## src/rtl/leaderboard_pkg.sv

```systemverilog
// Shared widths, mode codes, FSM and display-slot encodings for the leaderboard controller.
package leaderboard_pkg;
  localparam int TIME_W = 39;
  localparam int DEPTH  = 3;
  localparam int IDX_W  = $clog2(DEPTH);

  localparam logic [1:0] MODE_SLOW = 2'b01;
  localparam logic [1:0] MODE_FAST = 2'b10;

  typedef enum logic [1:0] {ST_IDLE, ST_CMP, ST_INS, ST_DONE} state_t;

  typedef enum logic [2:0] {DS_OFF, DS_F1, DS_F2, DS_F3, DS_S1, DS_S2, DS_S3} disp_sel_t;

  // Thermometer LED pattern for a 1-based rank; 0 means no slot shown.
  function automatic logic [2:0] rank_led(input logic [1:0] rank);
    case (rank)
      2'd1:    rank_led = 3'b001;
      2'd2:    rank_led = 3'b011;
      2'd3:    rank_led = 3'b111;
      default: rank_led = 3'b000;
    endcase
  endfunction
endpackage

```

## src/rtl/leaderboard_ctrl_if.sv

```systemverilog
// Insertion request / result bundle between the stopwatch core and the leaderboard controller.
interface leaderboard_ctrl_if;
  import leaderboard_pkg::*;

  // Request: a transfer happens on a rising edge where in_valid & in_ready; nothing is queued
  // while in_ready is low. Result: res_valid is a one-cycle pulse carrying res_rank and sound.
  logic              in_valid;
  logic              in_ready;
  logic [TIME_W-1:0] time_in;
  logic [1:0]        mode_in;
  logic              res_valid;
  logic [1:0]        res_rank;
  logic [DEPTH-1:0]  sound;

  modport master (output in_valid, time_in, mode_in,
                  input  in_ready, res_valid, res_rank, sound);
  modport slave  (input  in_valid, time_in, mode_in,
                  output in_ready, res_valid, res_rank, sound);
endinterface

```

## src/rtl/lb_table.sv

```systemverilog
// One sorted top-DEPTH table: entries plus valid bits, a compare at idx and insert-with-shift at idx.
module lb_table #(
  parameter int  TIME_W       = 39,
  parameter int  DEPTH        = 3,
  parameter bit  SMALLER_WINS = 1'b1,
  localparam int IDX_W        = $clog2(DEPTH)
) (
  input  logic                          clk,
  input  logic                          reset,
  input  logic                          clear,
  input  logic [IDX_W-1:0]              idx,
  input  logic [TIME_W-1:0]             new_time,
  input  logic                          ins,
  output logic                          hit,
  output logic [DEPTH-1:0][TIME_W-1:0]  entry,
  output logic [DEPTH-1:0]              valid
);
  logic better;

  // Strict compare: an equal time never displaces an existing entry.
  always_comb begin
    better = SMALLER_WINS ? (new_time < entry[idx]) : (new_time > entry[idx]);
    hit    = !valid[idx] || better;
  end

  always_ff @(posedge clk) begin
    if (reset || clear) begin
      entry <= '0;
      valid <= '0;
    end else if (ins) begin
      for (int i = 1; i < DEPTH; i++) begin
        if (i > int'(idx)) begin
          entry[i] <= entry[i-1];
          valid[i] <= valid[i-1];
        end
      end
      for (int i = 0; i < DEPTH; i++) begin
        if (i == int'(idx)) begin
          entry[i] <= new_time;
          valid[i] <= 1'b1;
        end
      end
    end
  end
endmodule

```

## src/rtl/leaderboard_ctrl.sv

```systemverilog
// Insertion sequencer for the FAST/SLOW leaderboards, plus display-slot selection and rank sound pulses.
module leaderboard_ctrl
  import leaderboard_pkg::*;
(
  input  logic               clk,
  input  logic               reset,
  leaderboard_ctrl_if.slave  bus,
  input  logic               clear,
  input  logic               disp_next,
  output logic [TIME_W-1:0]  disp_time,
  output logic [2:0]         disp_led,
  output logic [1:0]         slow_or_fast,
  output state_t             dbg_state
);
  state_t                     state;
  disp_sel_t                  display_sel;
  logic [IDX_W-1:0]           idx;
  logic [IDX_W-1:0]           slot;
  logic [TIME_W-1:0]          lat_time;
  logic [1:0]                 lat_mode;
  logic                       fast_hit, slow_hit, hit;
  logic [DEPTH-1:0][TIME_W-1:0] fast_entry, slow_entry;
  logic [DEPTH-1:0]           fast_valid, slow_valid;

  assign hit       = (lat_mode == MODE_FAST) ? fast_hit : slow_hit;
  assign dbg_state = state;

  lb_table #(.TIME_W(TIME_W), .DEPTH(DEPTH), .SMALLER_WINS(1'b1)) u_fast (
    .clk, .reset, .clear, .idx, .new_time(lat_time),
    .ins(state == ST_INS && lat_mode == MODE_FAST),
    .hit(fast_hit), .entry(fast_entry), .valid(fast_valid)
  );

  lb_table #(.TIME_W(TIME_W), .DEPTH(DEPTH), .SMALLER_WINS(1'b0)) u_slow (
    .clk, .reset, .clear, .idx, .new_time(lat_time),
    .ins(state == ST_INS && lat_mode == MODE_SLOW),
    .hit(slow_hit), .entry(slow_entry), .valid(slow_valid)
  );

  always_ff @(posedge clk) begin
    if (reset) begin
      state         <= ST_IDLE;
      idx           <= '0;
      lat_time      <= '0;
      lat_mode      <= '0;
      bus.in_ready  <= 1'b1;
      bus.res_valid <= 1'b0;
      bus.res_rank  <= '0;
      bus.sound     <= '0;
      display_sel   <= DS_OFF;
    end else begin
      if (disp_next)
        display_sel <= (display_sel == DS_S3) ? DS_OFF : disp_sel_t'(display_sel + 3'd1);
      bus.res_valid <= 1'b0;
      bus.res_rank  <= '0;
      bus.sound     <= '0;
      if (clear) begin
        // Aborts any insertion silently; the tables wipe themselves on the same edge.
        state        <= ST_IDLE;
        idx          <= '0;
        bus.in_ready <= 1'b1;
      end else begin
        case (state)
          ST_IDLE: begin
            if (bus.in_valid && bus.in_ready) begin
              lat_time     <= bus.time_in;
              lat_mode     <= bus.mode_in;
              idx          <= '0;
              bus.in_ready <= 1'b0;
              if (bus.mode_in == MODE_FAST || bus.mode_in == MODE_SLOW) begin
                state <= ST_CMP;
              end else begin
                state         <= ST_DONE;
                bus.res_valid <= 1'b1;
              end
            end
          end
          ST_CMP: begin
            if (hit) begin
              state <= ST_INS;
            end else if (idx == IDX_W'(DEPTH - 1)) begin
              state         <= ST_DONE;
              bus.res_valid <= 1'b1;
            end else begin
              idx <= idx + 1'b1;
            end
          end
          ST_INS: begin
            state         <= ST_DONE;
            bus.res_valid <= 1'b1;
            bus.res_rank  <= 2'(idx) + 2'd1;
            bus.sound     <= DEPTH'(1) << idx;
          end
          default: begin
            state        <= ST_IDLE;
            bus.in_ready <= 1'b1;
          end
        endcase
      end
    end
  end

  always_comb begin
    disp_time    = '0;
    disp_led     = 3'b000;
    slow_or_fast = 2'b00;
    slot         = '0;
    case (display_sel)
      DS_F1, DS_F2, DS_F3: begin
        slot         = IDX_W'(display_sel - DS_F1);
        disp_time    = fast_valid[slot] ? fast_entry[slot] : '0;
        disp_led     = rank_led(2'(slot) + 2'd1);
        slow_or_fast = 2'b11;
      end
      DS_S1, DS_S2, DS_S3: begin
        slot         = IDX_W'(display_sel - DS_S1);
        disp_time    = slow_valid[slot] ? slow_entry[slot] : '0;
        disp_led     = rank_led(2'(slot) + 2'd1);
        slow_or_fast = 2'b01;
      end
      default: ;
    endcase
  end
endmodule

```

## src/flat_wrapper.sv

```systemverilog
// flat-port wrapper written by rule: the top's interface ports become plain ports
module leaderboard_ctrl_flat import leaderboard_pkg::*;
  (clk, reset, clear, disp_next, disp_time, disp_led, slow_or_fast, dbg_state, bus_in_valid, bus_time_in, bus_mode_in, bus_in_ready, bus_res_valid, bus_res_rank, bus_sound);
  leaderboard_ctrl_if bus_i ();
  input  logic clk;
  input  logic reset;
  input  logic clear;
  input  logic disp_next;
  output logic [TIME_W-1:0] disp_time;
  output logic [2:0] disp_led;
  output logic [1:0] slow_or_fast;
  output state_t dbg_state;
  input wire logic [$bits(bus_i.in_valid)-1:0] bus_in_valid;
  input wire logic [$bits(bus_i.time_in)-1:0] bus_time_in;
  input wire logic [$bits(bus_i.mode_in)-1:0] bus_mode_in;
  output wire logic [$bits(bus_i.in_ready)-1:0] bus_in_ready;
  output wire logic [$bits(bus_i.res_valid)-1:0] bus_res_valid;
  output wire logic [$bits(bus_i.res_rank)-1:0] bus_res_rank;
  output wire logic [$bits(bus_i.sound)-1:0] bus_sound;
  assign bus_i.in_valid = bus_in_valid;
  assign bus_i.time_in = bus_time_in;
  assign bus_i.mode_in = bus_mode_in;
  assign bus_in_ready = bus_i.in_ready;
  assign bus_res_valid = bus_i.res_valid;
  assign bus_res_rank = bus_i.res_rank;
  assign bus_sound = bus_i.sound;
  leaderboard_ctrl u_core (.clk(clk), .reset(reset), .bus(bus_i), .clear(clear), .disp_next(disp_next), .disp_time(disp_time), .disp_led(disp_led), .slow_or_fast(slow_or_fast), .dbg_state(dbg_state));
endmodule
```

## config.mk

```make
export PLATFORM = sky130hd
export DESIGN_NAME = leaderboard_ctrl_flat
export DESIGN_NICKNAME = d
export VERILOG_FILES = /design/src/rtl/leaderboard_pkg.sv /design/src/rtl/leaderboard_ctrl_if.sv /design/src/rtl/lb_table.sv /design/src/rtl/leaderboard_ctrl.sv /design/src/flat_wrapper.sv
export SDC_FILE = /design/constraint.sdc
export NUM_CORES = 1
export LEC_CHECK = 0
export CORE_UTILIZATION = 40
export DETAILED_ROUTE_END_ITERATION = 10
export HOLD_SLACK_MARGIN = 0.15
export SLEW_MARGIN = 20
export SYNTH_ARGS = -nofsm -noshare
export SYNTH_HDL_FRONTEND = slang
export SYNTH_SLANG_ARGS = --single-unit
export TNS_END_PERCENT = 30
```

## constraint.sdc

```tcl
create_clock -name clk -period 4 [get_ports clk]
set_input_delay 0.4 -clock clk [delete_from_list [all_inputs] [get_ports clk]]
set_output_delay 0.4 -clock clk [all_outputs]
set_load 0.1 [all_outputs]
```

==> qor.tcl <==
set qor(outcome) {complete, no violations}
set qor(path_clk_slew_ps) 60
set qor(h-tree-depth) 2
set qor(share_of_flip_flops_with_an_asynchronous_set_or_reset_after_synthesis_pct) 0
set qor(holdBufCountCts) 0
set qor(regToRegEndpoint) {u_core.idx[0]}
set qor(drive_above_1_share_pct) 8.479
set qor(grt_setup_unrepaired) {no}
set qor(gr-total-overflow) 0
set qor(worstSetupEndpointType) {register}
set qor(number_of_flops_mapped_to_enable_cells_by_yosys) 0
set qor(port_buffers) 98
set qor(n_fill_cell) 4079
set qor(synth.yosys.seq_area_share_pct) 34.45
set qor(distinct_cell_type_count_of_the_synthesized_netlist) 49
set qor(fmaxAchievable_ghz) 0.2630
set qor(clk_root_buffer_cell) {sky130_fd_sc_hd__clkbuf_16}
set qor(hold_start) {reset}
set qor(first_global_vias) 15120
set qor(die_w_um) 209.0
set qor(grt_first_pass_wirelength_mm) 87.95
set qor(detailedRoute.firstPassIterationCount) 5
set qor(synth_nets) 2282
set qor(post-route-util_pct) 48.20
set qor(die_h_um) 209.0
set qor(vdd.ir_drop.worst_v) 0.0002459
set qor(vias_per_cell) 5.834
set qor(drtIter0Drc) 1077
set qor(hold_violations) 0
set qor(worstPathArrival_ps) 4270
set qor(worst_hold_slack_across_all_endpoints_ps) 395.9
set qor(cap_viol_max_count) 0
set qor(number_of_antenna_cells_inserted) 0
set qor(data_required_time_at_the_worst_endpoint_ps) 4470
set qor(drc_errors) 0
set qor(synth_top_area_cell) {sky130_fd_sc_hd__dfxtp_1}
set qor(power_leakage_nw) 6.290
set qor(floorplan.io_pins) 99
set qor(setup_viol) 0
set qor(synth_common_cells) {sky130_fd_sc_hd__nor2_1, sky130_fd_sc_hd__mux2i_1, sky130_fd_sc_hd__dfxtp_1, sky130_fd_sc_hd__a21oi_1, sky130_fd_sc_hd__nand2_1}
set qor(clock_skew_ps) 9.370
set qor(worst-slew-pin-transition_ps) 1082
set qor(clkSinkCount) 295
set qor(type_of_the_worst_setup_path) {register to register}
set qor(worstReg2RegStart) {u_core.idx[0]}
set qor(yosys_warnings) 0
set qor(min_delay_path_depth) 2
set qor(area_delta_synth_final_pct) 18.47
set qor(post-synth-top-count-cell) {sky130_fd_sc_hd__nor2_1}
set qor(insertion_delay_ps) 540
set qor(cts-buffers-inserted) 36
set qor(reg2reg_setup_slack_ps) 200
set qor(yosys.area.top_type_share_pct) 34.45
set qor(grt_antenna_before_repair) 0
set qor(design.die.area_um2) 43690
set qor(drt_wl_total_mm) 55.70
set qor(timing.slew.headroom_pct) 27.88
set qor(tritoncts) {yes}
set qor(cts_resized) 0
set qor(post-place-cells) 2648
set qor(layout.nets) 2286
set qor(post_drt_wl_per_cell_um) 20.56
set qor(synth.cell_area_um2) 17140
set qor(class_of_the_most_critical_hold_timing_path) {input port to register}
set qor(synthCells) 2143
set qor(vias) 15800
set qor(antenna_left) 0
set qor(hold_path_end) {u_core.display_sel[2]}
set qor(most_frequently_used_flop_master_after_synthesis) {sky130_fd_sc_hd__dfxtp_1}
set qor(placer_congestion_estimate) 0.8548
set qor(fin_crit_sh_pct) 95.07
set qor(grt_util_all_layers_pct) 25.39
set qor(pin_count_of_the_biggest_net_entering_global_routing) 100
set qor(synth_top_cells_by_area) {sky130_fd_sc_hd__dfxtp_1, sky130_fd_sc_hd__mux2i_1, sky130_fd_sc_hd__a21oi_1}
set qor(final_hpwl_dp_mm) 35.49
set qor(row_count) 75
set qor(power.density_cell_area_nw_per_um2) 352.9
set qor(final.min_clock_period_ps) 3803
set qor(largest_fanout_on_the_critical_path) 31
set qor(start_kind) {register}
set qor(cts_setup_buffers) 0
set qor(ys_ff_latch) 295
set qor(maxSlewViolCount) 0
set qor(core_um2) 42130
set qor(number_of_buffers_on_the_longest_clock_path) 3
set qor(starting_density_of_the_core_pct) 40.69
set qor(count_of_placed_standard_cells_in_the_final_layout_fillers_left_out) 2709
set qor(syn_avg_cell_area_um2) 7.999
set qor(worst-r2r-cell-count) 13
power by group:
group / switching [W] / leakage, nW / internal (W)
sequential: 0.0000851 / 2.38 / 0.00297
combinational: 0.000517 / 3.31 / 0.000258
clock: 0.00133 / 0.596 / 0.00201
total: 0.00193 / 6.29 / 0.00524
placed cells by master, fill, tap and decap left out, types with 42 or more instances in the layout:
master,netlist,routed
sky130_fd_sc_hd__nor2_1,340,337
sky130_fd_sc_hd__mux2i_1,317,317
sky130_fd_sc_hd__dfxtp_1,295,291
sky130_fd_sc_hd__a21oi_1,274,274
sky130_fd_sc_hd__nand2_1,267,265
sky130_fd_sc_hd__a211oi_1,165,165
sky130_fd_sc_hd__ha_1,93,90
sky130_fd_sc_hd__clkdlybuf4s50_1,0,53
sky130_fd_sc_hd__buf_12,0,51
sky130_fd_sc_hd__buf_4,1,42
how the worst max path moves through the flow:
stage               cells past startpoint                  start       endpoint  slack, ps
finish                                 13          u_core.idx[0]  u_core.idx[0]        200
global route                           13          u_core.idx[0]  u_core.idx[0]         70
CTS                                    13          u_core.idx[0]  u_core.idx[0]        230
detailed placement                     13          u_core.idx[0]  u_core.idx[0]        250
global placement                       13          u_core.idx[0]  u_core.idx[0]        380
floorplan                              12  u_core.display_sel[0]  disp_time[27]       -620
per-layer routing:
| layer | wire length, µm | track usage [%] | part of all wire (%) | vias to the layer above |
|---|---|---|---|---|
| met4 | 2059 | 9.736 | 3.7 | 0 |
| met3 | 2876 | 3.757 | 5.2 | 101 |
| met1 | 24670 | 33.45 | 44 | 7572 |
| met5 | 0 | 0 | 0 | - |
| li1 | - | - | - | 7664 |
| met2 | 26100 | 41.76 | 47 | 467 |
metrics by stage:
| step | TNS (ps) | instance area [µm²] | setup slack (ps) | power, W |
|---|---|---|---|---|
| global route | 0 | 20310 | 70.29 | 0.007415 |
| CTS | 0 | 20310 | 229.7 | 0.007216 |
| floorplan | -17830 | 17150 | -621.9 | 0.003583 |
| detailed placement | 0 | 19120 | 252.3 | 0.003891 |
| global placement | 0 | 19120 | 379.2 | 0.003880 |
| finish | 0 | 20310 | 197.2 | 0.007167 |
state kept, by name, summed over array words and instances, names as in the netlist:
register / count
u_core.bus.res_valid: 1
u_core.idx: 2
u_core.bus.res_rank: 2
u_core.lat_time: 39
u_core.dbg_state: 2
u_core.u_slow.entry: 117
u_core.u_fast.entry: 117
u_core.bus.in_ready: 1
u_core.u_slow.valid: 3
u_core.bus.sound: 3
u_core.lat_mode: 2
u_core.display_sel: 3
u_core.u_fast.valid: 3
area by class of cell:
class                           instances  area [µm²]  area share, %
Multi-Input combinational cell       1651       10600          52.20
Clock inverter                         14       152.6         0.7516
Timing Repair Buffer                  147        1872          9.216
Sequential cell                       295        5916          29.13
Clock buffer                           47        1033          5.089
Tap cell                              539       674.4          3.321
Inverter                               16       60.06         0.2957
logic make-up (layout without fill, tap and decap cells):
kind of cell,after synthesis,count (layout),share of synthesized area (%)
XOR/XNOR,1,1,0.05110
multiplexers,318,318,18.58
buffers and inverters,197,224,4.350
AND/OR/NAND/NOR,670,670,15.59
AO/OA/AOI/OAI,569,569,20.20
flip-flops,295,295,34.45
adder cells (fa/ha/maj),93,93,6.788
worst max-delay path, cell delays in order (launching register included):
cell,delay (ps)
sky130_fd_sc_hd__dfxtp_4,420
sky130_fd_sc_hd__buf_12,230
sky130_fd_sc_hd__nor2b_4,130
sky130_fd_sc_hd__buf_4,320
sky130_fd_sc_hd__a21oi_1,130
sky130_fd_sc_hd__ha_1,310
sky130_fd_sc_hd__nand4_1,130
sky130_fd_sc_hd__nor4_1,610
sky130_fd_sc_hd__o31ai_1,210
sky130_fd_sc_hd__o21ai_0,280
sky130_fd_sc_hd__a211o_1,260
sky130_fd_sc_hd__a31oi_1,160
sky130_fd_sc_hd__or3_1,370
sky130_fd_sc_hd__a31oi_1,160
Note: power is estimated with default switching activity, not from simulation.
